===== src/rtl/register_reader.sv =====
// register_reader: scans a register-file read port and shows the selected word on a 4-digit 7-segment display.
// Optional REGISTER_READER_AUTO_STEP_EN adds a free-running auto-step every 2^27 cycles.
module register_reader #(
  parameter int WIDTH = 32,
  parameter int ADDR_W = 5,
  parameter int REFRESH_DIV = 100000
) (
  input  logic              clk,
  input  logic              reset,
  input  logic              next,
  input  logic              half_sel,
  output logic              rd_en,
  output logic [ADDR_W-1:0] rd_addr,
  input  logic [WIDTH-1:0]  rd_data,
  output logic [6:0]        seg,
  output logic [3:0]        an,
  output logic              dp
);
  localparam int DIV_W = $clog2(REFRESH_DIV);
  typedef enum logic [1:0] {IDLE, ISSUE, CAPTURE} state_t;
  state_t r_state;
  logic r_next_d, r_pend;
  logic [WIDTH-1:0] r_shadow;
  logic [DIV_W-1:0] r_div;
  logic [1:0] r_idx;
  logic w_edge, w_step, w_tc, w_wrap;
  logic [4:0] w_bit;
  logic [3:0] w_nib;
  logic [6:0] w_seg;
  assign w_edge = next & ~r_next_d;
  assign w_tc = r_div == DIV_W'(REFRESH_DIV - 1);
  assign w_wrap = w_tc && r_idx == 2'd3;
  assign w_bit = {half_sel, r_idx, 2'b00};
  assign w_nib = r_shadow[w_bit +: 4];
`ifdef REGISTER_READER_AUTO_STEP_EN
  logic [26:0] r_auto;
  always_ff @(posedge clk)
    r_auto <= (reset || w_edge) ? '0 : r_auto + 27'd1;
  assign w_step = w_edge | (&r_auto);
`else
  assign w_step = w_edge;
`endif
  always_comb begin
    w_seg = 7'b1000000;
    case (w_nib)
      4'h0: w_seg = 7'b1000000;
      4'h1: w_seg = 7'b1111001;
      4'h2: w_seg = 7'b0100100;
      4'h3: w_seg = 7'b0110000;
      4'h4: w_seg = 7'b0011001;
      4'h5: w_seg = 7'b0010010;
      4'h6: w_seg = 7'b0000010;
      4'h7: w_seg = 7'b1111000;
      4'h8: w_seg = 7'b0000000;
      4'h9: w_seg = 7'b0010000;
      4'hA: w_seg = 7'b0001000;
      4'hB: w_seg = 7'b0000011;
      4'hC: w_seg = 7'b1000110;
      4'hD: w_seg = 7'b0100001;
      4'hE: w_seg = 7'b0000110;
      default: w_seg = 7'b0001110;
    endcase
  end
  // Steps seen while a read is in flight collapse into one pending increment.
  always_ff @(posedge clk) begin
    if (reset) begin
      r_state <= IDLE;
      r_next_d <= 1'b0;
      r_pend <= 1'b0;
      r_shadow <= '0;
      rd_en <= 1'b0;
      rd_addr <= '0;
    end else begin
      r_next_d <= next;
      case (r_state)
        IDLE: begin
          if (w_step || r_pend) begin
            rd_addr <= rd_addr + ADDR_W'(1);
            r_pend <= 1'b0;
            rd_en <= 1'b1;
            r_state <= ISSUE;
          end else if (w_wrap) begin
            rd_en <= 1'b1;
            r_state <= ISSUE;
          end
        end
        ISSUE: begin
          rd_en <= 1'b0;
          r_state <= CAPTURE;
          if (w_step) r_pend <= 1'b1;
        end
        CAPTURE: begin
          r_shadow <= rd_data;
          r_state <= IDLE;
          if (w_step) r_pend <= 1'b1;
        end
        default: r_state <= IDLE;
      endcase
    end
  end
  always_ff @(posedge clk) begin
    if (reset) begin
      r_div <= '0;
      r_idx <= 2'd0;
      an <= 4'b1110;
      seg <= 7'b1000000;
      dp <= 1'b1;
    end else begin
      r_div <= w_tc ? '0 : r_div + DIV_W'(1);
      if (w_tc) r_idx <= r_idx + 2'd1;
      an <= ~(4'b0001 << r_idx);
      seg <= w_seg;
      dp <= ~(half_sel & (r_idx == 2'd3));
    end
  end
endmodule


===== config.mk =====
export PLATFORM = sky130hd
export DESIGN_NAME = register_reader
export DESIGN_NICKNAME = d
export VERILOG_FILES = /design/src/rtl/register_reader.sv
export SDC_FILE = /design/constraint.sdc
export NUM_CORES = 1
export LEC_CHECK = 0
export ABC_AREA = 0
export CORE_MARGIN = 5
export CORE_UTILIZATION = 30
export CTS_CLUSTER_SIZE = 25
export DETAILED_ROUTE_END_ITERATION = 6
export SLEW_MARGIN = 10
export SYNTH_ARGS = -nofsm -noshare
export SYNTH_HDL_FRONTEND = slang
export SYNTH_SLANG_ARGS = --single-unit

===== constraint.sdc =====
create_clock -name clk -period 7.19 [get_ports clk]
set_clock_uncertainty 0.15 [all_clocks]
set_input_delay 1.438 -clock clk [delete_from_list [all_inputs] [get_ports clk]]
set_output_delay 1.438 -clock clk [all_outputs]
set_load 0.005 [all_outputs]

==> run_results.csv <==
group,metric,value,unit
critical_path,cp.arrival,3.77,ns
detailed_routing,drtIter0Drc,146,
final_layout,area_growth,24.0,%
worst_hold_path,holdPathEnd,"r_div[0]",
die,coreArea,0.0109,mm2
critical_path,slowest_delay,0.74,ns
final_layout,fill_cells,1061,
yosys,synth_cell_types,46,
sta,period_needed,3.67,ns
yosys,synth_fa_ha_area_frac,0.0598,
critical_path,path_class,"in2reg",
critical_path,crit_path_top_delay_cell,"clkdlybuf4s50_1",
yosys,synthMuxAreaShare,0.203,
yosys,syn_inst,324,
yosys,ys_seq_area_frac,0.436,
sta,setup_viol,0,
detailed_routing,antenna_left,0,
critical_path,critPathMaxFanout,11,
sta,max_slew_margin,0.320,
global_routing,grt_max_degree,54,
yosys,ys_seq_elements,73,
power,p_leak,1.52,nW
yosys,synth_area_per_cell,10.3,um2
final_layout,final_common_cell,"dfxtp_1",
placed_design,post_dp_cell_area,0.00396,mm2
clock_tree,ctsLongestPathBuffers,2,
yosys,synthArstFlopShare,0,
sta,fin_crit_sh,0.511,
yosys,synth_top_family_by_area,"multiplexers",
sta,worstMarginPinSlew,1.02,ns
critical_path,cp-end-kind,"flip-flop",
die,dieWidth,116,um
yosys,ys.flop_type,"dfxtp_1",
yosys,synth-compound-area-share,0.0377,
critical_path,reg2reg_depth,6,
worst_hold_path,hp-start,"r_div[0]",
placed_design,place_hpwl,4910,um
flow_run,maxCapViolCount,0,
sta,rsz0062_at_grt,"no",
yosys,synthesis.area,0.00335,mm2
worst_hold_path,hold_class,"reg2reg",
detailed_routing,vias,2371,
final_layout,multi_input_area,0.00174,mm2
critical_path,critPathLaunchType,"primary input",
clock_tree,htree_levels,3,
sta,whs,0.303,ns
power,p_per_area,229,mW/mm2
global_routing,antenna_found_initial,0,
clock_tree,root_buffer,"clkbuf_8",
global_routing,grt_pass1_vias,2318,
final_layout,final_cells,517,
sta,slew_violations,0,
clock_tree,clock-sinks,73,
die,die-area,0.0134,mm2
die,die_y,116,um
status,outcome,"finished clean",
sta,max_freq,272,MHz
clock_tree,clkTransAtPathRegs,0.08,ns
sta,setup_tns,0,ns
yosys,synth-xor-area-share,0.0497,
global_routing,overflow,0,
power,power.total,0.000949,W
clock_tree,post_cts.repair.setup_buffers,0,
critical_path,worstPathCellList,"clkdlybuf4s50_1, mux4_1, mux2i_2, inv_1, ha_1, mux2_2, a22o_1",
yosys,synth_nets,376,
detailed_routing,drt-vias-per-instance,4.59,
global_routing,grt_pass1_wl,11500,um
sta,hold_viol_final,0,
die,initial_core_util,0.308,
placed_design,place_congestion,0.814,
critical_path,cp.required,7.29,ns
clock_tree,cts-resized-gates,0,
clock_tree,tritoncts,"yes",
placed_design,io_buffers,53,
detailed_routing,drc_errors,0,
placed_design,place_inst,501,
yosys,synth-simple-area-share,0.169,
final_layout,diodes,0,
yosys,synth_edf_count,0,
detailed_routing,first_pass_iters,4,
yosys,yosysWarnings,0,
critical_path,ff2ff_setup_slack,4.22,ns
final_layout,final_cell_mix,"dfxtp_1 (73), nor2_1 (64), clkdlybuf4s50_1 (52)",
die,fp-row-count,38,
global_routing,grtUsageTotal,0.110,
critical_path,r2r_end,"seg[3]",
critical_path,reg2reg_from,"r_idx[0]",
clock_tree,cts_hold_buf,0,
final_layout,nNetsFinal,424,
detailed_routing,drt_wl_total,6810,um
detailed_routing,wire_per_inst,13.2,um
power,peakVddDrop,0.000106,V
die,io_pins,54,
worst_hold_path,holdPathStages,1,
clock_tree,cts_inserted_buffers,9,
final_layout,design_area,0.00415,mm2
clock_tree,clock_latency,0.35,ns
final_layout,seqCellArea,0.00146,mm2
final_layout,drive_gt1_frac,0.0875,
final cells by class:
class | instances | share of cell area
inverters | 12 | 0.0139
clock buffers | 13 | 0.0407
clock inverters | 3 | 0.00573
repair buffers | 53 | 0.127
flip-flops and latches | 73 | 0.352
multi-input cells | 223 | 0.419
well taps | 140 | 0.0422
flip-flops by register name (all words and copies together), names as in the netlist:
| register | count |
|---|---|
| r_div | 17 |
| r_shadow | 32 |
| an | 4 |
| rd_addr | 5 |
| seg | 7 |
| r_pend | 1 |
| dp | 1 |
| r_next_d | 1 |
| r_state | 2 |
| rd_en | 1 |
| r_idx | 2 |
cells by family after synthesis:
logic type / after synthesis
multiplexers: 56
AO/OA/AOI/OAI: 16
XOR/XNOR: 19
buffers and inverters: 28
AND/OR/NAND/NOR: 116
flip-flops: 73
adder cells (fa/ha/maj): 16
cell usage after synthesis (2+ instances only):
master / instances / area share
nor2b_1: 4 / 0.0075
mux4_2: 3 / 0.020
nand4_1: 6 / 0.011
inv_1: 10 / 0.011
nand2_1: 11 / 0.012
or2_2: 2 / 0.0037
a221o_1: 2 / 0.0060
and4_1: 2 / 0.0052
nor2_1: 64 / 0.072
buf_6: 2 / 0.0067
clkbuf_1: 8 / 0.0090
nand4bb_1: 2 / 0.0067
nand3_1: 9 / 0.013
mux2_2: 2 / 0.0067
nor3_1: 5 / 0.0075
a21oi_1: 3 / 0.0045
ha_1: 16 / 0.060
mux2i_1: 45 / 0.13
buf_1: 3 / 0.0034
a32o_1: 2 / 0.0060
dfxtp_1: 73 / 0.44
buf_4: 2 / 0.0045
mux4_1: 3 / 0.024
xor2_1: 9 / 0.024
a22o_1: 2 / 0.0052
mux2i_4: 2 / 0.013
or3_1: 3 / 0.0056
o21ai_0: 2 / 0.0030
xnor2_1: 10 / 0.026
layer usage:
layer | vias up | part of all wire | global-route usage
met5 | - | 0 | 0
met4 | 0 | 0.021 | 0.0534
met3 | 10 | 0.046 | 0.0308
met2 | 54 | 0.41 | 0.147
met1 | 1094 | 0.52 | 0.160
li1 | 1213 | - | -
power breakdown:
part	internal (W)	switching (W)	total [W]
clock	0.000154	0.000149	0.000303
combinational	0.000101	0.0000855	0.000186
sequential	0.000438	0.0000224	0.000460
total	0.000693	0.000257	0.000949
worst max-delay path, delay by kind of cell:
| kind | cells | cell delay, ns |
|---|---|---|
| multiplexers | 3 | 0.97 |
| buffers and inverters | 2 | 0.88 |
| adder cells (fa/ha/maj) | 1 | 0.26 |
| AO/OA/AOI/OAI | 1 | 0.23 |
how the worst max path moves through the flow:
stage	from	end	slack (ns)	depth (start not counted)
floorplan	half_sel	seg[3]	4.01	7
global placement	half_sel	seg[3]	3.26	7
detailed placement	half_sel	seg[3]	3.15	7
CTS	half_sel	seg[3]	3.52	7
global route	half_sel	seg[3]	3.39	7
finish	half_sel	seg[3]	3.52	7
through the flow:
| step | util | setup slack, ns |
|---|---|---|
| 2_1_floorplan | - | 4.01 |
| 4_1_cts | 0.381 | 3.52 |
| 3_3_place_gp | 0.364 | 3.26 |
| 5_1_grt | 0.381 | 3.39 |
| 3_5_place_dp | 0.364 | 3.15 |
| 6_report | 0.381 | 3.52 |
Note: power is estimated with default switching activity, not from simulation.
